## src/rtl/jtag_dr_bank.sv

```systemverilog
// rtl/jtag_dr_bank.sv - JTAG DR bank: shared capture/shift register, per-channel shadow registers (optional length check: JTAG_DR_LEN_CHECK_EN)
module jtag_dr_bank #(
  parameter int                   DR_WIDTH = 8,
  parameter int                   NUM_CH   = 4,
  parameter logic [DR_WIDTH-1:0]  RST_VAL  = '0,
  localparam int                  SEL_W    = (NUM_CH > 1) ? $clog2(NUM_CH) : 1
) (
  input  logic                         tck,
  input  logic                         trst,
  input  logic [SEL_W-1:0]             ch_sel,
  input  logic                         dr_capture,
  input  logic                         dr_shift,
  input  logic                         dr_update,
  input  logic                         tdi,
  input  logic [NUM_CH*DR_WIDTH-1:0]   cap_data,
  output logic                         tdo,
  output logic [NUM_CH*DR_WIDTH-1:0]   upd_data,
  output logic [NUM_CH-1:0]            upd_stb,
  output logic                         len_err
);

  localparam logic [SEL_W:0] NUM_CH_V = (SEL_W + 1)'(NUM_CH);

  logic [DR_WIDTH-1:0] sr;
  logic [SEL_W-1:0]    sel_q;
  logic [DR_WIDTH-1:0] shadow  [NUM_CH];
  logic [DR_WIDTH-1:0] cap_arr [NUM_CH];
  logic                in_range;
  logic [SEL_W-1:0]    sel_cap;
  logic                do_update;
  logic                len_ok;

  // Unpack the flat capture bus and repack the shadow registers onto upd_data
  for (genvar k = 0; k < NUM_CH; k++) begin : g_ch
    assign cap_arr[k]                          = cap_data[k*DR_WIDTH +: DR_WIDTH];
    assign upd_data[k*DR_WIDTH +: DR_WIDTH]    = shadow[k];
  end

  // Out-of-range selects fall back to channel 0
  assign in_range  = ({1'b0, ch_sel} < NUM_CH_V);
  assign sel_cap   = in_range ? ch_sel : '0;
  assign do_update = dr_update && !dr_capture && !dr_shift;
  assign tdo       = sr[0];

`ifdef JTAG_DR_LEN_CHECK_EN
  localparam int                CNT_W    = $clog2(DR_WIDTH + 2);
  localparam logic [CNT_W-1:0]  CNT_FULL = CNT_W'(DR_WIDTH);
  localparam logic [CNT_W-1:0]  CNT_SAT  = CNT_W'(DR_WIDTH + 1);

  logic [CNT_W-1:0] cnt;
  logic             err_q;

  assign len_ok  = (cnt == CNT_FULL);
  assign len_err = err_q;

  // Shift-length counter and sticky error: cleared by capture, set by a mis-sized update or bad select
  always_ff @(posedge tck or negedge trst) begin
    if (!trst) begin
      cnt   <= '0;
      err_q <= 1'b0;
    end else if (dr_capture) begin
      cnt   <= '0;
      err_q <= !in_range;
    end else if (dr_shift) begin
      if (cnt != CNT_SAT) cnt <= cnt + 1'b1;
    end else if (dr_update && !len_ok) begin
      err_q <= 1'b1;
    end
  end
`else
  assign len_ok  = 1'b1;
  assign len_err = 1'b0;
`endif

  // Capture/shift register, held select, shadow commit and one-cycle update strobe
  always_ff @(posedge tck or negedge trst) begin
    if (!trst) begin
      sr      <= '0;
      sel_q   <= '0;
      upd_stb <= '0;
      for (int i = 0; i < NUM_CH; i++) shadow[i] <= RST_VAL;
    end else begin
      upd_stb <= '0;
      if (dr_capture) begin
        sel_q <= sel_cap;
        sr    <= cap_arr[sel_cap];
      end else if (dr_shift) begin
        sr <= {tdi, sr[DR_WIDTH-1:1]};
      end else if (do_update && len_ok) begin
        shadow[sel_q]  <= sr;
        upd_stb[sel_q] <= 1'b1;
      end
    end
  end

endmodule
```

## config.mk

```make
export PLATFORM = sky130hd
export DESIGN_NAME = jtag_dr_bank
export DESIGN_NICKNAME = d
export VERILOG_FILES = /design/src/rtl/jtag_dr_bank.sv
export SDC_FILE = /design/constraint.sdc
export NUM_CORES = 1
export LEC_CHECK = 0
export CAP_MARGIN = 15
export CORE_MARGIN = 5
export CORE_UTILIZATION = 49
export CTS_BUF_LIST = sky130_fd_sc_hd__clkbuf_8
export DETAILED_ROUTE_END_ITERATION = 10
export HOLD_SLACK_MARGIN = 0.1
export PLACE_DENSITY = 0.91
export SLEW_MARGIN = 30
export SYNTH_ARGS = -nofsm -noshare
export SYNTH_HDL_FRONTEND = slang
export SYNTH_SLANG_ARGS = --single-unit
```

## constraint.sdc

```tcl
create_clock -name tck -period 3.5 [get_ports tck]
set_input_delay 0.35 -clock tck [delete_from_list [all_inputs] [get_ports tck]]
set_output_delay 0.35 -clock tck [all_outputs]
set_load 0.02 [all_outputs]
```

==> flow_metrics.py, run 1 <==
metrics = {
    "run": {
        "drv_cap": 0,
    },
    "worst_setup_path": {
        "cp_cell_sequence": "clkdlybuf4s50_1 > nor4b_4 > and2b_1 > mux2_2",
        "slowest_stage": "clkdlybuf4s50_1",
        "crit_fanout": 22,
        "critPathRequiredTime_ns": 3.69,
        "end_kind": "register",
        "worstPathArrival_ns": 2.42,
        "start_kind": "input port",
        "critPathBufInv": 1,
        "cpLargestDelayFamily": "simple AND/OR/NAND/NOR gates",
        "cp_slowest_stage_delay_ns": 0.81,
        "worstSetupPathType": "in2reg",
    },
    "global_route": {
        "grt_pass1_vias": 1537,
        "grt_start_max_net_pins": 47,
        "grt_first_pass_wirelength_um": 7850,
        "antenna_found_initial": 0,
        "overflow": 0,
        "track_usage": 0.192,
    },
    "floorplanning": {
        "die_w_um": 74.7,
        "ios": 78,
        "initial_core_util": 0.510,
        "dieArea_um2": 5580,
        "dieHeight_um": 74.7,
        "core_area_um2": 4030,
        "rows": 23,
    },
    "yosys": {
        "synth_cells": 140,
        "syn-num-nets": 180,
        "synth_seq_cells": 46,
        "ys_seq_area_frac": 0.561,
        "ys_warn_count": 0,
        "synth_area_per_cell_um2": 14.7,
        "synth.distinct_cells": 19,
        "synth.cell_area_um2": 2050,
    },
    "timing": {
        "hold_viol_final": 0,
        "layout_min_cycle_time_ns": 2.23,
        "clock.fmax_mhz": 448,
        "setup_viol": 0,
        "skew_ns": 0.00590,
        "fin_crit_sh": 0.637,
        "worstMarginPinSlew_ns": 0.786,
        "final-max-slew-violation-count": 0,
        "slew_headroom": 0.474,
        "fin_tns_setup_ns": 0,
        "rsz0062_at_grt": "no",
    },
    "clocking": {
        "cts_max_path_buffers": 2,
        "cts_max_level": 2,
        "postCtsSetupRepairBufs": 0,
        "ctsRootBufferMaster": "clkbuf_8",
        "numCtsBuffers": 5,
        "clock_latency_ns": 0.30,
        "cts_tree": "built",
        "cts.repair.resized": 0,
        "clkSinkCount": 46,
        "cts_hold_buf": 0,
        "clk_pin_slew_ns": 0.08,
    },
    "placed_design": {
        "numPortBuffers": 76,
        "place_congestion": 0.764,
        "hpwlAfterDp_um": 3700,
    },
    "hold_path": {
        "hp-class": "reg2reg",
    },
    "routing": {
        "drc": 0,
        "first_pass_iters": 4,
        "routed_wl_um": 4800,
        "vias": 1430,
        "viasPerCell": 5.38,
        "wl_per_cell_um": 18.0,
        "dr.first_iter.drc_count": 74,
        "ant_nets": 0,
    },
    "finish": {
        "area.growth.synth_to_final_pct": 42.5,
        "mostFrequentLayoutCells": "75 x clkdlybuf4s50_1, 47 x mux2_2, 46 x dfrtp_1",
        "mostFrequentLayoutCell": "clkdlybuf4s50_1",
        "post-route-util": 0.726,
        "diodes": 0,
        "nNetsFinal": 255,
        "drive_gt1_frac": 0.278,
    },
    "outcome": {
        "outcome": "finished clean",
    },
    "pwr": {
        "ir_drop_mv": 0.228,
        "p_leak_nw": 1.25,
        "p_per_area_nw_per_um2": 655,
    },
}
==> worst reg2reg max path: stages (launching register included) <==
cell     delay, ns
dfrtp_1       0.45
nor4b_4       0.32
and2b_1       0.39
mux2_2        0.39
==> per-layer routing <==
metal | GRT usage | vias to the layer above | share of wire
li1 | - | 662 | -
met1 | 0.232 | 696 | 0.41
met2 | 0.328 | 65 | 0.50
met3 | 0.0454 | 7 | 0.072
met4 | 0.0850 | 0 | 0.025
met5 | 0 | - | 0
==> where the power goes <==
part           switching, mW  internal, mW
combinational          0.327         0.407
sequential             0.112         0.686
clock                  0.174         0.210
total                  0.613          1.30
==> kinds of logic after synthesis <==
kind of cell    synth area share
simple gates              0.0469
other cells              0.00183
flops                      0.561
mux                        0.311
compound gates            0.0433
buf+inv                   0.0360
==> synth_stat cells <==
library cell / count / area [µm²]
a31oi_1: 5 / 31.3
and2b_1: 1 / 7.51
and3b_1: 1 / 8.76
buf_2: 5 / 25.0
buf_4: 1 / 7.51
buf_6: 3 / 33.8
conb_1: 1 / 3.75
dfrtp_1: 46 / 1150
inv_1: 2 / 7.51
mux2_2: 47 / 529
mux2i_1: 11 / 110
nand2_2: 1 / 6.26
nand2b_1: 2 / 12.5
nand3_1: 3 / 15.0
nand3_2: 1 / 10.0
nor3b_2: 1 / 12.5
nor4b_4: 1 / 23.8
o221ai_1: 3 / 26.3
o22ai_1: 5 / 31.3
==> path summary, 6_finish.rpt <==
check	startpoint	end	slack (ns)	depth (start not counted)
max in group asynchronous	trst	upd_data[7]$_DFFE_PN0P_	2.54	2
min in group asynchronous	trst	upd_data[19]$_DFFE_PN0P_	0.58	2
min	upd_data[18]$_DFFE_PN0P_	upd_data[18]$_DFFE_PN0P_	0.51	1
max reg2reg	sel_q[0]$_DFFE_PN0P_	upd_data[2]$_DFFE_PN0P_	1.83	3
min reg2reg	upd_data[18]$_DFFE_PN0P_	upd_data[18]$_DFFE_PN0P_	0.51	1
max	dr_capture	upd_data[2]$_DFFE_PN0P_	1.27	4
==> flip-flops by register name (all words and copies together) (netlist names) <==
name and cells:
sel_q 2, sr 8, upd_data 32, upd_stb 4
==> stage by stage <==
step	cells	hold slack [ns]	area [µm²]	power (mW)	setup WS, ns
5_1_grt	266	0.514	2930	2.00	1.13
3_3_place_gp	257	0.488	2810	1.51	1.09
6_report	266	0.510	2930	1.92	1.27
2_1_floorplan	140	0.0544	2050	1.14	2.07
3_5_place_dp	257	0.492	2810	1.55	0.922
4_1_cts	265	0.220	2910	1.93	1.26
==> cell type report <==
cell class	count	area [µm²]
Inverter	2	7.51
Tap cell	50	62.6
Fill cell	277	1100
Timing Repair Buffer	77	768
Multi-Input combinational cell	83	828
Clock inverter	3	40.0
Sequential cell	46	1150
Clock buffer	5	68.8
Note: power is estimated with default switching activity, not from simulation.
==> inputs of run 2 (changes only) <==
Settings changed: CORE_UTILIZATION 49 to 45, PLACE_DENSITY 0.91 to 0.85.
Clock period 3.5 ns to 2.2 ns, I/O delays scaled along.
==> flow_metrics.py, run 2 (synthesis results as in run 1) <==
metrics = {
    "outcome": {
        "outcome": "finished clean",
    },
    "finish": {
        "n_fill_cell": 333,
        "multiInputGateArea_um2": 828,
        "diodes": 0,
        "mostFrequentLayoutCells": "75 x clkdlybuf4s50_1, 47 x mux2_2, 46 x dfrtp_1",
        "drive_gt1_frac": 0.288,
        "mostFrequentLayoutCell": "clkdlybuf4s50_1",
        "area.growth.synth_to_final_pct": 44.6,
        "seqCellArea_um2": 1150,
        "largest_reg_flops": 32,
        "nNetsFinal": 261,
    },
    "worst_setup_path": {
        "end_kind": "register",
        "worstSetupPathType": "in2reg",
        "critPathRequiredTime_ns": 2.39,
        "crit_fanout": 9,
        "worstPathArrival_ns": 1.86,
        "start_kind": "input port",
    },
    "clocking": {
        "cts_max_level": 2,
        "clkSinkCount": 46,
        "cts_tree": "built",
        "numCtsBuffers": 5,
        "clk_pin_slew_ns": 0.08,
        "cts.repair.resized": 0,
        "clock_latency_ns": 0.30,
        "ctsRootBufferMaster": "clkbuf_8",
        "cts_max_path_buffers": 2,
    },
    "global_route": {
        "grt_pass1_vias": 1504,
        "track_usage": 0.158,
        "antenna_found_initial": 0,
        "grt_first_pass_wirelength_um": 7500,
        "overflow": 0,
        "grt_start_max_net_pins": 30,
    },
    "floorplanning": {
        "dieHeight_um": 77.5,
        "core_area_um2": 4380,
        "ios": 78,
        "dieArea_um2": 6010,
        "initial_core_util": 0.468,
        "rows": 24,
        "die_w_um": 77.5,
    },
    "routing": {
        "vias": 1427,
        "first_pass_iters": 4,
        "wl_per_cell_um": 16.7,
        "routed_wl_um": 4570,
        "dr.first_iter.drc_count": 81,
        "viasPerCell": 5.21,
        "ant_nets": 0,
        "drc": 0,
    },
    "timing": {
        "rsz0062_at_grt": "no",
        "skew_ns": 0.00998,
        "fin_tns_setup_ns": 0,
        "final-max-slew-violation-count": 0,
        "layout_min_cycle_time_ns": 1.67,
        "clock.fmax_mhz": 597,
        "setup_viol": 0,
        "fin_crit_sh": 0.761,
        "setup_ws_ns": 0.526,
        "hold_viol_final": 0,
    },
    "pwr": {
        "p_per_area_nw_per_um2": 1020,
        "ir_drop_mv": 0.333,
        "p_leak_nw": 1.28,
    },
    "placed_design": {
        "hpwlAfterDp_um": 3540,
        "numPortBuffers": 76,
        "dp_slack_ns": 0.194,
        "place_congestion": 0.735,
    },
    "hold_path": {
        "hp-class": "in2async",
    },
    "run": {
        "drv_cap": 0,
    },
}
run 2: worst max-delay path: stages:
cell	delay (ns)
clkdlybuf4s50_1	0.50
nor4b_4	0.34
and2b_1	0.41
mux2_2	0.39
run 2: layout make-up:
class | instances | area share
clock buffers | 5 | 0.0232
flip-flops and latches | 46 | 0.388
repair buffers | 83 | 0.273
well taps | 52 | 0.0219
inverters | 2 | 0.00253
multi-input cells | 83 | 0.279
clock inverters | 3 | 0.0126
run 2: what timing repair did:
action / in CTS / in global routing
endpoints found under the hold margin: 17 / 0
endpoints found under the setup margin: 0 / 0
setup buffers: 0 / 0
hold buffers: 1 / 0
run 2: power breakdown:
group | leakage, nW | total [mW] | switching [mW] | internal (mW)
logic | 0.661 | 1.16 | 0.510 | 0.654
registers | 0.560 | 1.26 | 0.166 | 1.09
clock network | 0.0607 | 0.606 | 0.275 | 0.331
total | 1.28 | 3.03 | 0.951 | 2.08
run 2: layer usage:
metal | wire length [µm] | part of all wire | global-route usage | vias up
met1 | 1950 | 0.43 | 0.197 | 680
met5 | 0 | 0 | 0 | -
met2 | 2100 | 0.46 | 0.254 | 69
met4 | 50 | 0.011 | 0.0412 | 0
met3 | 478 | 0.10 | 0.0637 | 6
li1 | - | - | - | 672
run 2: metrics by stage:
| stage | util | instance area [µm²] | power (mW) | std cells | hold slack, ns |
|---|---|---|---|---|---|
| after floorplan | - | 2050 | 1.81 | 140 | -0.0756 |
| after global placement | 0.651 | 2850 | 2.41 | 265 | 0.168 |
| after detailed placement | 0.651 | 2850 | 2.46 | 265 | 0.176 |
| after CTS | 0.677 | 2970 | 3.05 | 274 | 0.388 |
| after global routing | 0.677 | 2970 | 3.16 | 274 | 0.420 |
| final | 0.677 | 2970 | 3.03 | 274 | 0.384 |
run 2: final timing paths:
kind                                            end  slack [ns]  depth (start not counted)                      from
setup / recovery            upd_data[7]$_DFFE_PN0P_        0.53                          4                dr_capture
hold / removal             upd_data[25]$_DFFE_PN0P_        0.38                          2                      trst
setup reg to reg            upd_data[7]$_DFFE_PN0P_        0.54                          3      sel_q[0]$_DFFE_PN0P_
hold reg to reg            upd_data[27]$_DFFE_PN0P_        0.51                          1  upd_data[27]$_DFFE_PN0P_
max in group asynchronous   upd_data[2]$_DFFE_PN0P_        1.10                          3                      trst
min in group tck           upd_data[27]$_DFFE_PN0P_        0.51                          1  upd_data[27]$_DFFE_PN0P_
==> inputs of run 3 (changes only) <==
Clock period 2.2 ns to 1.7 ns, I/O delays scaled along.
==> flow_metrics.py, run 3 (synthesis results as in run 1) <==
metrics = {
    "floorplanning": {
        "die_w_um": 77.5,
        "core_area_um2": 4380,
        "initial_core_util": 0.468,
        "ios": 78,
        "dieHeight_um": 77.5,
        "dieArea_um2": 6010,
        "rows": 24,
    },
    "timing": {
        "fin_tns_setup_ns": 0,
        "fin_crit_sh": 0.904,
        "skew_ns": 0.00260,
        "layout_min_cycle_time_ns": 1.54,
        "hold_viol_final": 0,
        "clock.fmax_mhz": 651,
        "setup_ws_ns": 0.164,
        "hold_ws_ns": 0.364,
        "rsz0062_at_grt": "no",
        "final-max-slew-violation-count": 0,
        "setup_viol": 0,
    },
    "finish": {
        "mostFrequentLayoutCells": "75 x clkdlybuf4s50_1, 47 x mux2_2, 46 x dfrtp_1",
        "n_fill_cell": 336,
        "area.growth.synth_to_final_pct": 47.5,
        "final_area_um2": 3030,
        "post-route-util": 0.691,
        "drive_gt1_frac": 0.308,
        "nNetsFinal": 266,
        "largest_reg_flops": 32,
        "diodes": 0,
        "mostFrequentLayoutCell": "clkdlybuf4s50_1",
    },
    "routing": {
        "first_pass_iters": 4,
        "drc": 0,
        "viasPerCell": 5.22,
        "wl_per_cell_um": 15.8,
        "vias": 1456,
        "ant_nets": 0,
        "dr.first_iter.drc_count": 84,
        "routed_wl_um": 4410,
    },
    "clocking": {
        "postCtsSetupRepairBufs": 0,
        "cts.repair.resized": 0,
        "cts_hold_buf": 1,
        "ctsRootBufferMaster": "clkbuf_8",
        "cts_tree": "built",
        "cts_max_level": 2,
        "clkSinkCount": 46,
        "clock_latency_ns": 0.29,
        "cts_max_path_buffers": 2,
        "numCtsBuffers": 5,
        "clk_pin_slew_ns": 0.08,
    },
    "outcome": {
        "outcome": "finished clean",
    },
    "worst_setup_path": {
        "crit_fanout": 6,
        "critPathRequiredTime_ns": 1.53,
        "end_kind": "primary output",
        "critPathBufInv": 1,
        "cp_cell_sequence": "clkdlybuf4s50_1",
        "cpLargestDelayFamily": "buffers and inverters",
        "cp_slowest_stage_delay_ns": 0.64,
        "slowest_stage": "clkdlybuf4s50_1",
        "start_kind": "register",
        "worstPathArrival_ns": 1.37,
        "worstSetupPathType": "reg2out",
    },
    "placed_design": {
        "place_area_um2": 2930,
        "numPortBuffers": 76,
        "hpwlAfterDp_um": 3430,
        "place_congestion": 0.763,
        "dp_slack_ns": -0.113,
    },
    "global_route": {
        "track_usage": 0.152,
        "overflow": 0,
        "grt_pass1_vias": 1566,
        "grt_first_pass_wirelength_um": 7220,
        "grt_start_max_net_pins": 23,
        "antenna_found_initial": 0,
    },
    "pwr": {
        "p_per_area_nw_per_um2": 1250,
        "pwr-share-clk": 0.173,
        "p_leak_nw": 1.31,
        "ir_drop_mv": 0.495,
        "comb_power_share": 0.398,
        "p_int_mw": 2.59,
        "p_sw_mw": 1.20,
        "power.share.sequential": 0.428,
        "netSwitchingFraction": 0.316,
    },
    "hold_path": {
        "hp-class": "in2async",
    },
    "run": {
        "drv_cap": 0,
    },
}
-- run 3: power by group through the flow --
stage	Combinational (mW)	Sequential, mW	Clock (mW)
6_report	1.51	1.62	0.655
5_1_grt	1.60	1.67	0.729
4_1_cts	1.53	1.62	0.679
3_5_place_dp	1.52	1.65	0
3_3_place_gp	1.49	1.63	0
2_1_floorplan	0.377	1.96	0
-- run 3: final cells by class --
cell class / instances / area (µm²) / area share
clock inverters: 2 / 8.76 / 0.00289
flip-flops and latches: 46 / 1150 / 0.380
clock buffers: 6 / 82.6 / 0.0273
repair buffers: 88 / 886 / 0.292
multi-input cells: 83 / 828 / 0.273
inverters: 2 / 7.51 / 0.00248
well taps: 52 / 65.1 / 0.0215
-- run 3: path summary, 6_finish.rpt --
path,to,from,slack [ns],depth (start not counted)
max reg2reg,upd_data[1]$_DFFE_PN0P_,sel_q[0]$_DFFE_PN0P_,0.18,4
min,upd_data[17]$_DFFE_PN0P_,trst,0.36,2
max,tdo,sr[0]$_DFFE_PN0P_,0.16,1
min reg2reg,upd_data[16]$_DFFE_PN0P_,upd_data[16]$_DFFE_PN0P_,0.51,1
min in group tck,upd_data[16]$_DFFE_PN0P_,upd_data[16]$_DFFE_PN0P_,0.51,1
max in group asynchronous,upd_stb[2]$_DFF_PN0_,trst,0.75,3
-- run 3: per-layer routing --
| metal | up-vias | routed length [µm] | GRT usage |
|---|---|---|---|
| li1 | 679 | - | - |
| met1 | 701 | 1910 | 0.184 |
| met2 | 71 | 2030 | 0.253 |
| met3 | 5 | 424 | 0.0613 |
| met4 | 0 | 46 | 0.0361 |
| met5 | - | 0 | 0 |
-- run 3: per-stage QoR --
| stage | std cells | power (mW) |
|---|---|---|
| 2_1_floorplan | 140 | 2.34 |
| 3_3_place_gp | 270 | 3.13 |
| 3_5_place_dp | 270 | 3.17 |
| 4_1_cts | 279 | 3.83 |
| 5_1_grt | 279 | 3.99 |
| 6_report | 279 | 3.78 |
==> patch 1 (config.mk and constraints of run 2) <==
Register the inputs `ch_sel`, `tdi` and `cap_data` before use, with the module's reset. The logic sees them one clock later. The other inputs are not delayed to match.
--- a/src/rtl/jtag_dr_bank.sv
+++ b/src/rtl/jtag_dr_bank.sv
@@ -21,6 +21,22 @@
 
   localparam logic [SEL_W:0] NUM_CH_V = (SEL_W + 1)'(NUM_CH);
 
+  logic [SEL_W-1:0] ch_sel_q;
+  logic tdi_q;
+  logic [NUM_CH*DR_WIDTH-1:0] cap_data_q;
+
+  always_ff @(posedge tck or negedge trst) begin
+    if (!trst) begin
+      ch_sel_q   <= '0;
+      tdi_q      <= '0;
+      cap_data_q <= '0;
+    end else begin
+      ch_sel_q   <= ch_sel;
+      tdi_q      <= tdi;
+      cap_data_q <= cap_data;
+    end
+  end
+
   logic [DR_WIDTH-1:0] sr;
   logic [SEL_W-1:0]    sel_q;
   logic [DR_WIDTH-1:0] shadow  [NUM_CH];
@@ -32,13 +48,13 @@
 
   // Unpack the flat capture bus and repack the shadow registers onto upd_data
   for (genvar k = 0; k < NUM_CH; k++) begin : g_ch
-    assign cap_arr[k]                          = cap_data[k*DR_WIDTH +: DR_WIDTH];
+    assign cap_arr[k]                          = cap_data_q[k*DR_WIDTH +: DR_WIDTH];
     assign upd_data[k*DR_WIDTH +: DR_WIDTH]    = shadow[k];
   end
 
   // Out-of-range selects fall back to channel 0
-  assign in_range  = ({1'b0, ch_sel} < NUM_CH_V);
-  assign sel_cap   = in_range ? ch_sel : '0;
+  assign in_range  = ({1'b0, ch_sel_q} < NUM_CH_V);
+  assign sel_cap   = in_range ? ch_sel_q : '0;
   assign do_update = dr_update && !dr_capture && !dr_shift;
   assign tdo       = sr[0];
 
@@ -85,7 +101,7 @@
         sel_q <= sel_cap;
         sr    <= cap_arr[sel_cap];
       end else if (dr_shift) begin
-        sr <= {tdi, sr[DR_WIDTH-1:1]};
+        sr <= {tdi_q, sr[DR_WIDTH-1:1]};
       end else if (do_update && len_ok) begin
         shadow[sel_q]  <= sr;
         upd_stb[sel_q] <= 1'b1;
Function: changed (a bounded check fails within 4 cycles, from zero or initial values and one cycle with trst low).
==> patch 1 against run 2 <==
Synthesized area rose by 46%. Sequential cell count rose by 35. Power rose by 40%. Sequential power rose by 52%. Final area rose by 36%. Routed wire length rose by 17%. Die area rose by 39%. Synthesized cell count rose by 27%. Worst setup slack improved by 0.014 ns.
==> patch 1: results (changes against run 2) <==
stage	metric	value	unit	change
sta	post-route-period-util	0.755		-0.00637
global_route	grt_max_degree	82		+170%
place	post_dp_cell_area	0.00380	mm²	+33%
power	p_clk	1.19	mW	+96%
global_route	groute.usage.overall	0.140		-0.0173
layout	fin_nets	300		+15%
place	gp_congestion	0.708		-3.8%
setup_path	critPathMaxFanout	6		-3
cts	cts_buffers	9		+4
power	powerSeq	1.92	mW	+52%
power	switching_share	0.281		-0.0331
global_route	grtUsageMet1	0.177		-0.0207
setup_path	cp.arrival	1.44	ns	-0.42 ns
setup_path	r2r_slack	0.63	ns	+0.09 ns
synthesis	synth_seq_area_share	0.678		+0.118
power	peakVddDrop	0.000594	V	+78%
setup_path	startpoint	sr[0]		
setup_path	critPathMaxStageDelay	0.64	ns	+0.14 ns
setup_path	rr_endpoint	upd_data[23]		
setup_path	critPathCapture	tdo		
power	p_clk_frac	0.280		+0.080
setup_path	cp_top_family	buffers and inverters		
run_status	outcome	finished, final reports clean		
global_route	first_global_vias	1838		+22%
cts	clock_latency	0.34	ns	+0.04 ns
==> patch 1: changes by cell type after synthesis, sizes merged, moves of 4 or more <==
cell          run 2  this run
dfrtp            46        81
mux2             47        37
mux2i            11        20
o21ai             0         6
o22a              0         6
nand3             4         0
==> patch 1: cell type report <==
| type | instances | area, µm² |
|---|---|---|
| clock inverter | 7 | 104 |
| fill | 484 | 2380 |
| sequential | 81 | 2030 |
| timing repair buffer | 79 | 787 |
| inverter | 3 | 11.3 |
| tap | 77 | 96.3 |
| multi-input combinational | 86 | 888 |
| clock buffer | 9 | 124 |
==> patch 1: logic make-up after synthesis <==
group | after synthesis | synth area share
DFF | 81 | 0.678
muxes | 57 | 0.227
AOI/OAI and AO/OA | 16 | 0.0360
and+or+nand+nor | 12 | 0.0335
buffers and inverters | 11 | 0.0243
other | 1 | 0.00126
==> patch 1: metrics by stage <==
step,utilization,cells
finish,0.629,342
detailed placement,0.591,325
global route,0.629,342
CTS,0.628,342
global placement,0.591,325
floorplan,-,178
==> patch 2 (settings of run 2) <==
Without the edit above. `DR_WIDTH`: 8 -> 12.
--- a/src/rtl/jtag_dr_bank.sv
+++ b/src/rtl/jtag_dr_bank.sv
@@ -1,6 +1,6 @@
 // rtl/jtag_dr_bank.sv - JTAG DR bank: shared capture/shift register, per-channel shadow registers (optional length check: JTAG_DR_LEN_CHECK_EN)
 module jtag_dr_bank #(
-  parameter int                   DR_WIDTH = 8,
+  parameter int                   DR_WIDTH = 12,
   parameter int                   NUM_CH   = 4,
   parameter logic [DR_WIDTH-1:0]  RST_VAL  = '0,
   localparam int                  SEL_W    = (NUM_CH > 1) ? $clog2(NUM_CH) : 1
Interface: changed (resized cap_data and upd_data); port bits go from 78 to 110. The function was not compared with the original's and may differ.
==> patch 2 against run 2 <==
Routed wire length is 51% higher. Largest cell class unchanged. Non-clock buffer count increased by 31. Largest power group unchanged. Hold slack better by 0.058 ns. Final area is 47% higher. Power increased by 48%. Maximum frequency rose by 1.6%. Synthesized area is 45% higher. Sequential cell count increased by 20. Worst setup slack better by 0.027 ns.
==> patch 2: results (changes against run 2) <==
stage	metric	value	unit	change
synthesis	syn-num-nets	259		+44%
global_route	first_global_vias	2294		+53%
place	post_dp_cell_area	0.00414	mm²	+45%
setup_path	critPathMaxFanout	6		-3
layout	drive_gt1_frac	0.196		-0.0920
cts	cts_buffers	9		+4
synthesis	synth_commonest_cells	dfrtp_1 (66), mux2i_1 (28), mux2_1 (20)		
place	gp_congestion	0.750		+1.9%
place	portBuffers	108		+42%
detailed_routing	routed-via-count	2035		+43%
power	peakVddDrop	0.000764	V	+130%
global_route	groute.usage.overall	0.168		+0.0108
synthesis	postSynthAreaPerCell	14.7	µm²	+0.32%
setup_path	startpoint	sr[0]		
setup_path	cp.arrival	1.43	ns	-0.43 ns
detailed_routing	wire_per_inst	17.3	µm	+3.8%
setup_path	cp_top_family	buffers and inverters		
sta	hold_slack	0.442	ns	+0.0584 ns
power	leakage	1.99	nW	+55%
detailed_routing	drt-vias-per-instance	5.11		-1.8%
run_status	outcome	finished, final reports clean		
setup_path	critPathCaptureType	primary output		
cts	clock_latency	0.33	ns	+0.03 ns
synthesis	synth.distinct_cells	25		+6
layout	fin_nets	372		+43%
power	p_clk	1.02	mW	+68%
power	internal_power	3.07	mW	+48%
sta	clock_skew	0.00752	ns	-0.00246 ns
-- patch 2: layout make-up --
| type | count | area [µm²] |
|---|---|---|
| inverter | 3 | 11.3 |
| multi-input combinational | 122 | 1240 |
| clock inverter | 5 | 53.8 |
| clock buffer | 11 | 151 |
| tap | 77 | 96.3 |
| fill | 469 | 2030 |
| sequential | 66 | 1650 |
| timing repair buffer | 114 | 1150 |
-- patch 2: metal layers --
layer | GRT usage | routed length [µm]
met2 | 0.284 | 3390
met5 | 0 | 0
met4 | 0.0795 | 147
met1 | 0.202 | 2880
met3 | 0.0405 | 468
-- patch 2: cell families (layout without fill, tap and decap cells) --
group                  count (synthesis)  after routing  synth area share
and+or+nand+nor                       12             12            0.0285
other                                  1              1           0.00126
DFF                                   66             66             0.553
muxes                                 85             85             0.331
buffers and inverters                 15            133            0.0323
AOI/OAI and AO/OA                     24             24            0.0536
